`src/rtl/vc_flit_sink.sv`:
```
// vc_flit_sink: receiving end of a router output port.
// Per-VC FIFOs with packet-framing tracking, registered on/off hysteresis
// and allocatable flags, and a round-robin drain into a one-entry output
// register. Flit layout: [1:0] label, [2 +: VC_W] vc_id, remaining bits payload.

module vc_flit_sink_lane #(
    parameter int BUFFER_SIZE = 8,
    parameter int OFF_MARGIN  = 2,
    parameter int ON_MARGIN   = 4,
    parameter int FLIT_W      = 16
) (
    input  logic              clk,
    input  logic              rst,
    input  logic              wr_i,
    input  logic [1:0]        label_i,
    input  logic [FLIT_W-1:0] flit_i,
    input  logic              pop_i,
    output logic [FLIT_W-1:0] head_o,
    output logic              empty_o,
    output logic              on_off_o,
    output logic              alloc_o,
    output logic              ovf_o,
    output logic              perr_o
);
    localparam int AW = $clog2(BUFFER_SIZE);
    localparam int CW = AW + 1;
    localparam logic [CW-1:0] DEPTH   = CW'(BUFFER_SIZE);
    localparam logic [CW-1:0] OFF_LVL = CW'(OFF_MARGIN);
    localparam logic [CW-1:0] ON_LVL  = CW'(ON_MARGIN);
    localparam logic [CW-1:0] CNT_ONE = CW'(1);
    localparam logic [AW-1:0] PTR_ONE = AW'(1);
    localparam logic [1:0] L_HEAD = 2'd0, L_BODY = 2'd1, L_TAIL = 2'd2, L_HEADTAIL = 2'd3;

    logic [BUFFER_SIZE-1:0][FLIT_W-1:0] mem_q;
    logic [AW-1:0] wr_ptr_q, rd_ptr_q;
    logic [CW-1:0] cnt_q, cnt_d, free;
    logic          open_q, open_d, on_off_q, alloc_q;
    logic          full, push;

    // Fullness is judged on the pre-edge count, so a same-cycle pop never rescues a write.
    assign full    = (cnt_q == DEPTH);
    assign push    = wr_i && !full;
    assign ovf_o   = wr_i && full;
    assign empty_o = (cnt_q == '0);
    assign head_o  = mem_q[rd_ptr_q];
    assign free    = DEPTH - cnt_q;
    assign on_off_o = on_off_q;
    assign alloc_o  = alloc_q;

    // Packet framing: every arriving flit steers OPEN/CLOSED, even if dropped.
    always_comb begin
        open_d = open_q;
        perr_o = 1'b0;
        if (wr_i) begin
            case (label_i)
                L_HEAD:     begin perr_o = open_q;  open_d = 1'b1; end
                L_HEADTAIL: begin perr_o = open_q;  open_d = 1'b0; end
                L_BODY:     begin perr_o = !open_q; end
                L_TAIL:     begin perr_o = !open_q; open_d = 1'b0; end
                default:    begin perr_o = 1'b0; end
            endcase
        end
    end

    // Occupancy next-state: push and pop together cancel.
    always_comb begin
        cnt_d = cnt_q;
        case ({push, pop_i})
            2'b10:   cnt_d = cnt_q + CNT_ONE;
            2'b01:   cnt_d = cnt_q - CNT_ONE;
            default: cnt_d = cnt_q;
        endcase
    end

    // Pointers, count, framing state and the registered back-pressure flags.
    always_ff @(posedge clk or posedge rst) begin
        if (rst) begin
            wr_ptr_q <= '0;
            rd_ptr_q <= '0;
            cnt_q    <= '0;
            open_q   <= 1'b0;
            on_off_q <= 1'b1;
            alloc_q  <= 1'b1;
        end else begin
            if (push)  wr_ptr_q <= wr_ptr_q + PTR_ONE;
            if (pop_i) rd_ptr_q <= rd_ptr_q + PTR_ONE;
            cnt_q  <= cnt_d;
            open_q <= open_d;
            if (free <= OFF_LVL)     on_off_q <= 1'b0;
            else if (free >= ON_LVL) on_off_q <= 1'b1;
            alloc_q <= !open_q && empty_o;
        end
    end

    // Flit storage; contents are don't-care while the count says empty.
    always_ff @(posedge clk) begin
        if (push) mem_q[wr_ptr_q] <= flit_i;
    end
endmodule

module vc_flit_sink #(
    parameter int VC_NUM      = 2,
    parameter int BUFFER_SIZE = 8,
    parameter int OFF_MARGIN  = 2,
    parameter int ON_MARGIN   = 4,
    parameter int FLIT_W      = 16
) (
    input  logic              clk,
    input  logic              rst,
    input  logic [FLIT_W-1:0] data_i,
    input  logic              valid_flit_i,
    output logic [VC_NUM-1:0] on_off_o,
    output logic [VC_NUM-1:0] vc_allocatable_o,
    output logic [FLIT_W-1:0] data_o,
    output logic              valid_o,
    input  logic              ready_i,
    output logic              overflow_o,
    output logic              proto_err_o
);
    localparam int VC_W = (VC_NUM > 1) ? $clog2(VC_NUM) : 1;

    logic [VC_NUM-1:0][FLIT_W-1:0] head;
    logic [VC_NUM-1:0] empty, wr_vec, pop_vec, ovf_vec, perr_vec;
    logic [VC_W-1:0]   in_vc, grant, rr_q, rr_d;
    logic              grant_vld, load;
    logic              out_vld_q, ovf_q, perr_q;
    logic [FLIT_W-1:0] out_data_q;

    assign in_vc = data_i[2 +: VC_W];
    assign load  = !out_vld_q || ready_i;

    for (genvar v = 0; v < VC_NUM; v++) begin : g_lane
        assign wr_vec[v] = valid_flit_i && (in_vc == VC_W'(v));
        vc_flit_sink_lane #(
            .BUFFER_SIZE(BUFFER_SIZE), .OFF_MARGIN(OFF_MARGIN),
            .ON_MARGIN(ON_MARGIN), .FLIT_W(FLIT_W)
        ) u_lane (
            .clk(clk), .rst(rst), .wr_i(wr_vec[v]), .label_i(data_i[1:0]),
            .flit_i(data_i), .pop_i(pop_vec[v]), .head_o(head[v]),
            .empty_o(empty[v]), .on_off_o(on_off_o[v]),
            .alloc_o(vc_allocatable_o[v]), .ovf_o(ovf_vec[v]), .perr_o(perr_vec[v])
        );
    end

    // Round-robin search starting at rr_q; pop the winner only when the output register loads.
    always_comb begin
        int idx;
        idx       = 0;
        grant_vld = 1'b0;
        grant     = '0;
        pop_vec   = '0;
        for (int i = 0; i < VC_NUM; i++) begin
            idx = int'(rr_q) + i;
            if (idx >= VC_NUM) idx = idx - VC_NUM;
            if (!grant_vld && !empty[idx]) begin
                grant_vld = 1'b1;
                grant     = VC_W'(idx);
            end
        end
        if (load && grant_vld) pop_vec[grant] = 1'b1;
        rr_d = (grant == VC_W'(VC_NUM - 1)) ? '0 : grant + VC_W'(1);
    end

    // Output register, RR pointer and the one-cycle error pulses.
    always_ff @(posedge clk or posedge rst) begin
        if (rst) begin
            out_vld_q  <= 1'b0;
            out_data_q <= '0;
            rr_q       <= '0;
            ovf_q      <= 1'b0;
            perr_q     <= 1'b0;
        end else begin
            ovf_q  <= |ovf_vec;
            perr_q <= |perr_vec;
            if (load) begin
                out_vld_q <= grant_vld;
                if (grant_vld) begin
                    out_data_q <= head[grant];
                    rr_q       <= rr_d;
                end
            end
        end
    end

    assign valid_o     = out_vld_q;
    assign data_o      = out_data_q;
    assign overflow_o  = ovf_q;
    assign proto_err_o = perr_q;
endmodule
```
`config.mk`:
```
export PLATFORM = sky130hd
export DESIGN_NAME = vc_flit_sink
export DESIGN_NICKNAME = d
export VERILOG_FILES = /design/src/rtl/vc_flit_sink.sv
export SDC_FILE = /design/constraint.sdc
export NUM_CORES = 1
export LEC_CHECK = 0
export CAP_MARGIN = 20
export CORE_MARGIN = 5
export CORE_UTILIZATION = 40
export DETAILED_ROUTE_END_ITERATION = 7
export PLACE_DENSITY = 0.65
export SYNTH_ARGS = -nofsm -noshare
export SYNTH_HDL_FRONTEND = slang
export SYNTH_HIERARCHICAL = 1
export SYNTH_SLANG_ARGS = --single-unit
```
`constraint.sdc`:
```
create_clock -name clk -period 8.2 [get_ports clk]
set_input_delay 1.23 -clock clk [delete_from_list [all_inputs] [get_ports clk]]
set_output_delay 1.23 -clock clk [all_outputs]
set_load 0.02 [all_outputs]
```
==> impl_summary.txt <==
----------------------------------------------------
[Worst setup path]
  Required time of the critical path ... 8.59 ns
  Most Frequent Cell on Critical Path ... sky130_fd_sc_hd__ha_1
  Cells along the critical path ... inv_1 > ha_1 > nand2b_1 > nor2_1 > nor2_2 > nor3_4 > ha_1 > or3b_1 > a2111oi_2 > o221ai_1
  Critical path startpoint category ... flip-flop
  Family with the most delay on the worst path ... simple AND/OR/NAND/NOR gates
  Slowest library cell on the worst path ... sky130_fd_sc_hd__nor3_4
  Arrival @ worst endpoint ... 4.00 ns
  Setup CP Type ... flip-flop to flip-flop
  Bufs and invs on worst path ... 1
  Type of destination of the critical path ... flip-flop
  Delay contributed by the slowest stage of the critical path ... 0.74 ns
  Max FO, Critical Path ... 21

[Clock tree]
  Htree depth ... 1
  Number of sinks on the clock net ... 302
  Clk_lat worst skew ... 0.53 ns
  Largest buffer count on any clock path ... 3
  TritonCTS clock tree ... built
  Post-CTS setup buffers ... 0
  Number of instances resized during post-cts repair ... 0
  Clock transition at path regs ... 0.06 ns
  CTS Hold Buffers Added ... 0
  Root buf cell ... sky130_fd_sc_hd__clkbuf_16
  Number of clock buffers inserted by TritonCTS ... 28

[Detailed routing]
  First drt pass iteration count ... 4
  Total number of vias ... 5,843
  Final Routed Wirelength ... 24,300 um
  DRC violation count after routing ... 0
  Remaining antenna violation count after routing ... 0
  Wire length per cell ... 22.1 um
  Vias per cell ... 5.33
  Starting DRT DRC Count ... 422

[STA]
  Share of the cycle needed by the critical path after routing ... 44.1%
  Total count of hold-check failures in the final report ... 0
  Number of setup violations in the final report ... 0
  Shortest clock period the worst path allows after layout ... 3.62 ns
  Worst-case setup margin in the final layout ... 4.58 ns
  Fmax ... 0.277 GHz
  RSZ-0062 raised after global routing ... no
  Worst-case headroom to the max-slew limit ... 35.7%
  Summed negative setup slack over all endpoints ... 0 ns
  Final Max Tran Viols ... 0
  Worst-case clock skew ... 0.00857 ns
  Least-Margin Pin Slew ... 0.964 ns
  Post-Route Hold Slack ... 0.444 ns

[Power]
  Worst voltage drop across the vdd grid ... 0.131 mV
  Leakage component of the power ... 4.95 nW
  Power Dens Cells ... 329 mW/mm^2

[Logic synthesis]
  Share of synthesized area occupied by flip-flops and latches ... 70.6%
  Post-synthesis cell area ... 0.0125 mm^2
  EDFF count, synth ... 256
  Post-synthesis share of cell area spent on and, or, nand and nor gates ... 3.60%
  Flip-flop and latch count after synthesis ... 302
  Post-synthesis share of cell area spent on full adders, half adders and majority gates ... 2.00%
  Top cell type by total area after synthesis ... sky130_fd_sc_hd__edfxtp_1
  Multiplexer share of the synthesized area ... 16.8%
  Number of distinct library cell variants in the gate-level netlist after synthesis ... 44
  Largest family of logic cells by synthesized area ... multiplexers
  Share of async-settable or async-resettable flops after synthesis ... 15.2%
  Number of cells produced by synthesis ... 618
  Compound-gate portion of the synthesized area ... 3.71%
  Syn_nets ... 658
  Synth top area share ... 61.4%
  Top area cells in the synthesized netlist ... sky130_fd_sc_hd__edfxtp_1 61%, sky130_fd_sc_hd__mux4_1 12%, sky130_fd_sc_hd__dfrtp_1 8.4%
  Count of synthesis-stage warnings from yosys ... 6
  Post-Synth XOR/XNOR Area ... 1.12%
  Average footprint of a synthesized cell ... 20.3 um^2
  Top_reg_cell synth ... sky130_fd_sc_hd__edfxtp_1

[Placed design]
  DPL Wire Length ... 14,900 um
  DP Worst Slack ... 4.19 ns
  Gp weighted congestion ... 0.837
  Port-buffer cells ... 42

[Layout]
  Leading cell types in the layout, fill and taps excluded ... 256 x sky130_fd_sc_hd__edfxtp_1, 56 x sky130_fd_sc_hd__mux4_1, 42 x sky130_fd_sc_hd__dfrtp_1, 42 x sky130_fd_sc_hd__clkdlybuf4s50_1, 38 x sky130_fd_sc_hd__mux2_2
  Post-layout utilization of the core ... 46.6%
  # diodes ... 0
  Most frequent standard cell in the layout excluding fill and tap cells ... sky130_fd_sc_hd__edfxtp_1
  Final layout net count ... 719
  Layout-stage area growth over the synthesis result ... 14.5%
  Fraction of final layout cells with drive strength greater than 1 ... 20.4%

[Floorplanning]
  Boundary pin count ... 43
  Overall die height ... 187 um
  Initial Utilization ... 40.7%
  Die boundary width ... 187 um
  Number of cell rows ... 64
  Total Die Area ... 0.0349 mm^2
  Placeable core region ... 0.0307 mm^2

[Global route]
  Global-route wire length before repair ... 37,600 um
  Via count of the first global-routing pass ... 6,140
  GRT Max-Usage Layer ... met2
  Pin count of the biggest net entering global routing ... 35
  GR Util All Layers ... 13.8%
  Initial antenna violation count ... 1
  Met2 track utilization from global routing ... 25.3%
  Aggregate global routing overflow ... 0
  Met3 routing resource usage after global routing ... 1.94%
  Met1 GRT Util ... 17.6%

[Job]
  MaxCap Viol Count ... 0

[Min path]
  Kind of path behind the tightest hold check ... flip-flop to flip-flop

[Outcome]
  Outcome ... finished, final reports clean

----------------------------------------------------
==> cell families (layout without fill, tap and decap cells) <==
| kind of cell | count (synthesis) | in the layout |
|---|---|---|
| adders and majority gates | 20 | 20 |
| DFF | 302 | 302 |
| muxes | 104 | 104 |
| AOI/OAI and AO/OA | 53 | 53 |
| and+or+nand+nor | 77 | 77 |
| buffers and inverters | 46 | 128 |
| xor gates and xnor gates | 16 | 16 |
==> per-layer routing <==
layer / up-vias / part of all wire (%)
met5: - / 0
met4: 0 / 1.3
met3: 18 / 3.6
met2: 100 / 53
met1: 3050 / 42
li1: 2675 / -
==> final cells by class <==
class / count / area [um^2]
clock buffers: 34 / 764
clock inverters: 17 / 184
fillers: 2565 / 16400
inverters: 15 / 56.3
multi-input cells: 270 / 3420
flip-flops and latches: 302 / 8840
well taps: 396 / 495
repair buffers: 62 / 571
==> through the flow <==
step	area [um^2]	power (mW)	instances
6_report	14300	4.72	1096
5_1_grt	14300	4.96	1096
3_5_place_dp	13400	3.46	1045
4_1_cts	14300	4.78	1096
3_3_place_gp	13400	3.39	1045
2_1_floorplan	12500	3.05	618
==> final timing paths <==
kind / slack [ns] / depth (start not counted) / startpoint / to
max in group asynchronous: 6.44 / 2 / rst / data_o[7]$_DFFE_PP0P_
min in group asynchronous: 1.11 / 2 / rst / g_lane[1].u_lane/open_q$_DFFE_PP0P_
worst max-delay path: 4.58 / 10 / g_lane[0].u_lane/cnt_q[0]$_DFFE_PP0P_ / g_lane[1].u_lane/cnt_q[3]$_DFFE_PP0P_
worst min register to register: 0.44 / 1 / g_lane[1].u_lane/open_q$_DFFE_PP0P_ / g_lane[1].u_lane/alloc_o$_DFF_PP1_
worst max register to register: 4.58 / 10 / g_lane[0].u_lane/cnt_q[0]$_DFFE_PP0P_ / g_lane[1].u_lane/cnt_q[3]$_DFFE_PP0P_
worst min-delay path: 0.44 / 1 / g_lane[1].u_lane/open_q$_DFFE_PP0P_ / g_lane[1].u_lane/alloc_o$_DFF_PP1_
==> synth_stat cells, types with 2 or more instances <==
master	number
sky130_fd_sc_hd__nor3_1	10
sky130_fd_sc_hd__o21a_1	4
sky130_fd_sc_hd__a221o_2	15
sky130_fd_sc_hd__o41ai_1	4
sky130_fd_sc_hd__o21ai_0	4
sky130_fd_sc_hd__nor2b_1	3
sky130_fd_sc_hd__nand3b_1	8
sky130_fd_sc_hd__nand2_1	8
sky130_fd_sc_hd__dfstp_2	4
sky130_fd_sc_hd__or3b_1	2
sky130_fd_sc_hd__nand2b_1	7
sky130_fd_sc_hd__mux2i_1	2
sky130_fd_sc_hd__ha_1	20
sky130_fd_sc_hd__buf_2	8
sky130_fd_sc_hd__dfrtp_1	42
sky130_fd_sc_hd__a2111oi_2	2
sky130_fd_sc_hd__buf_1	2
sky130_fd_sc_hd__nor3_4	2
sky130_fd_sc_hd__buf_6	11
sky130_fd_sc_hd__mux4_2	8
sky130_fd_sc_hd__or4_1	2
sky130_fd_sc_hd__a21o_1	3
sky130_fd_sc_hd__a21boi_0	16
sky130_fd_sc_hd__a21oi_1	2
sky130_fd_sc_hd__nand3_1	5
sky130_fd_sc_hd__nor2_1	20
sky130_fd_sc_hd__mux2_2	38
sky130_fd_sc_hd__edfxtp_1	256
sky130_fd_sc_hd__o221ai_1	2
sky130_fd_sc_hd__inv_1	15
sky130_fd_sc_hd__nor3b_1	2
sky130_fd_sc_hd__xnor2_1	10
sky130_fd_sc_hd__or4b_1	2
sky130_fd_sc_hd__mux4_1	56
sky130_fd_sc_hd__or2_2	2
sky130_fd_sc_hd__xor2_1	6
sky130_fd_sc_hd__clkbuf_1	8
==> state kept, by name (all words and copies together), names as in the netlist, 2 cells and up <==
register                flops
data_o                     16
g_lane.u_lane/mem_q       256
g_lane.u_lane/on_off_o      2
g_lane.u_lane/rd_ptr_q      6
g_lane.u_lane/alloc_o       2
g_lane.u_lane/cnt_q         8
g_lane.u_lane/wr_ptr_q      6
g_lane.u_lane/open_q        2
==> report_power, final <==
group / leakage (nW) / internal (mW) / switching (mW) / total [mW]
Clock: 0.472 / 0.786 / 0.531 / 1.32
Sequential: 2.86 / 1.88 / 0.179 / 2.06
Combinational: 1.62 / 0.704 / 0.645 / 1.35
Power figures use the tool's default switching activity.
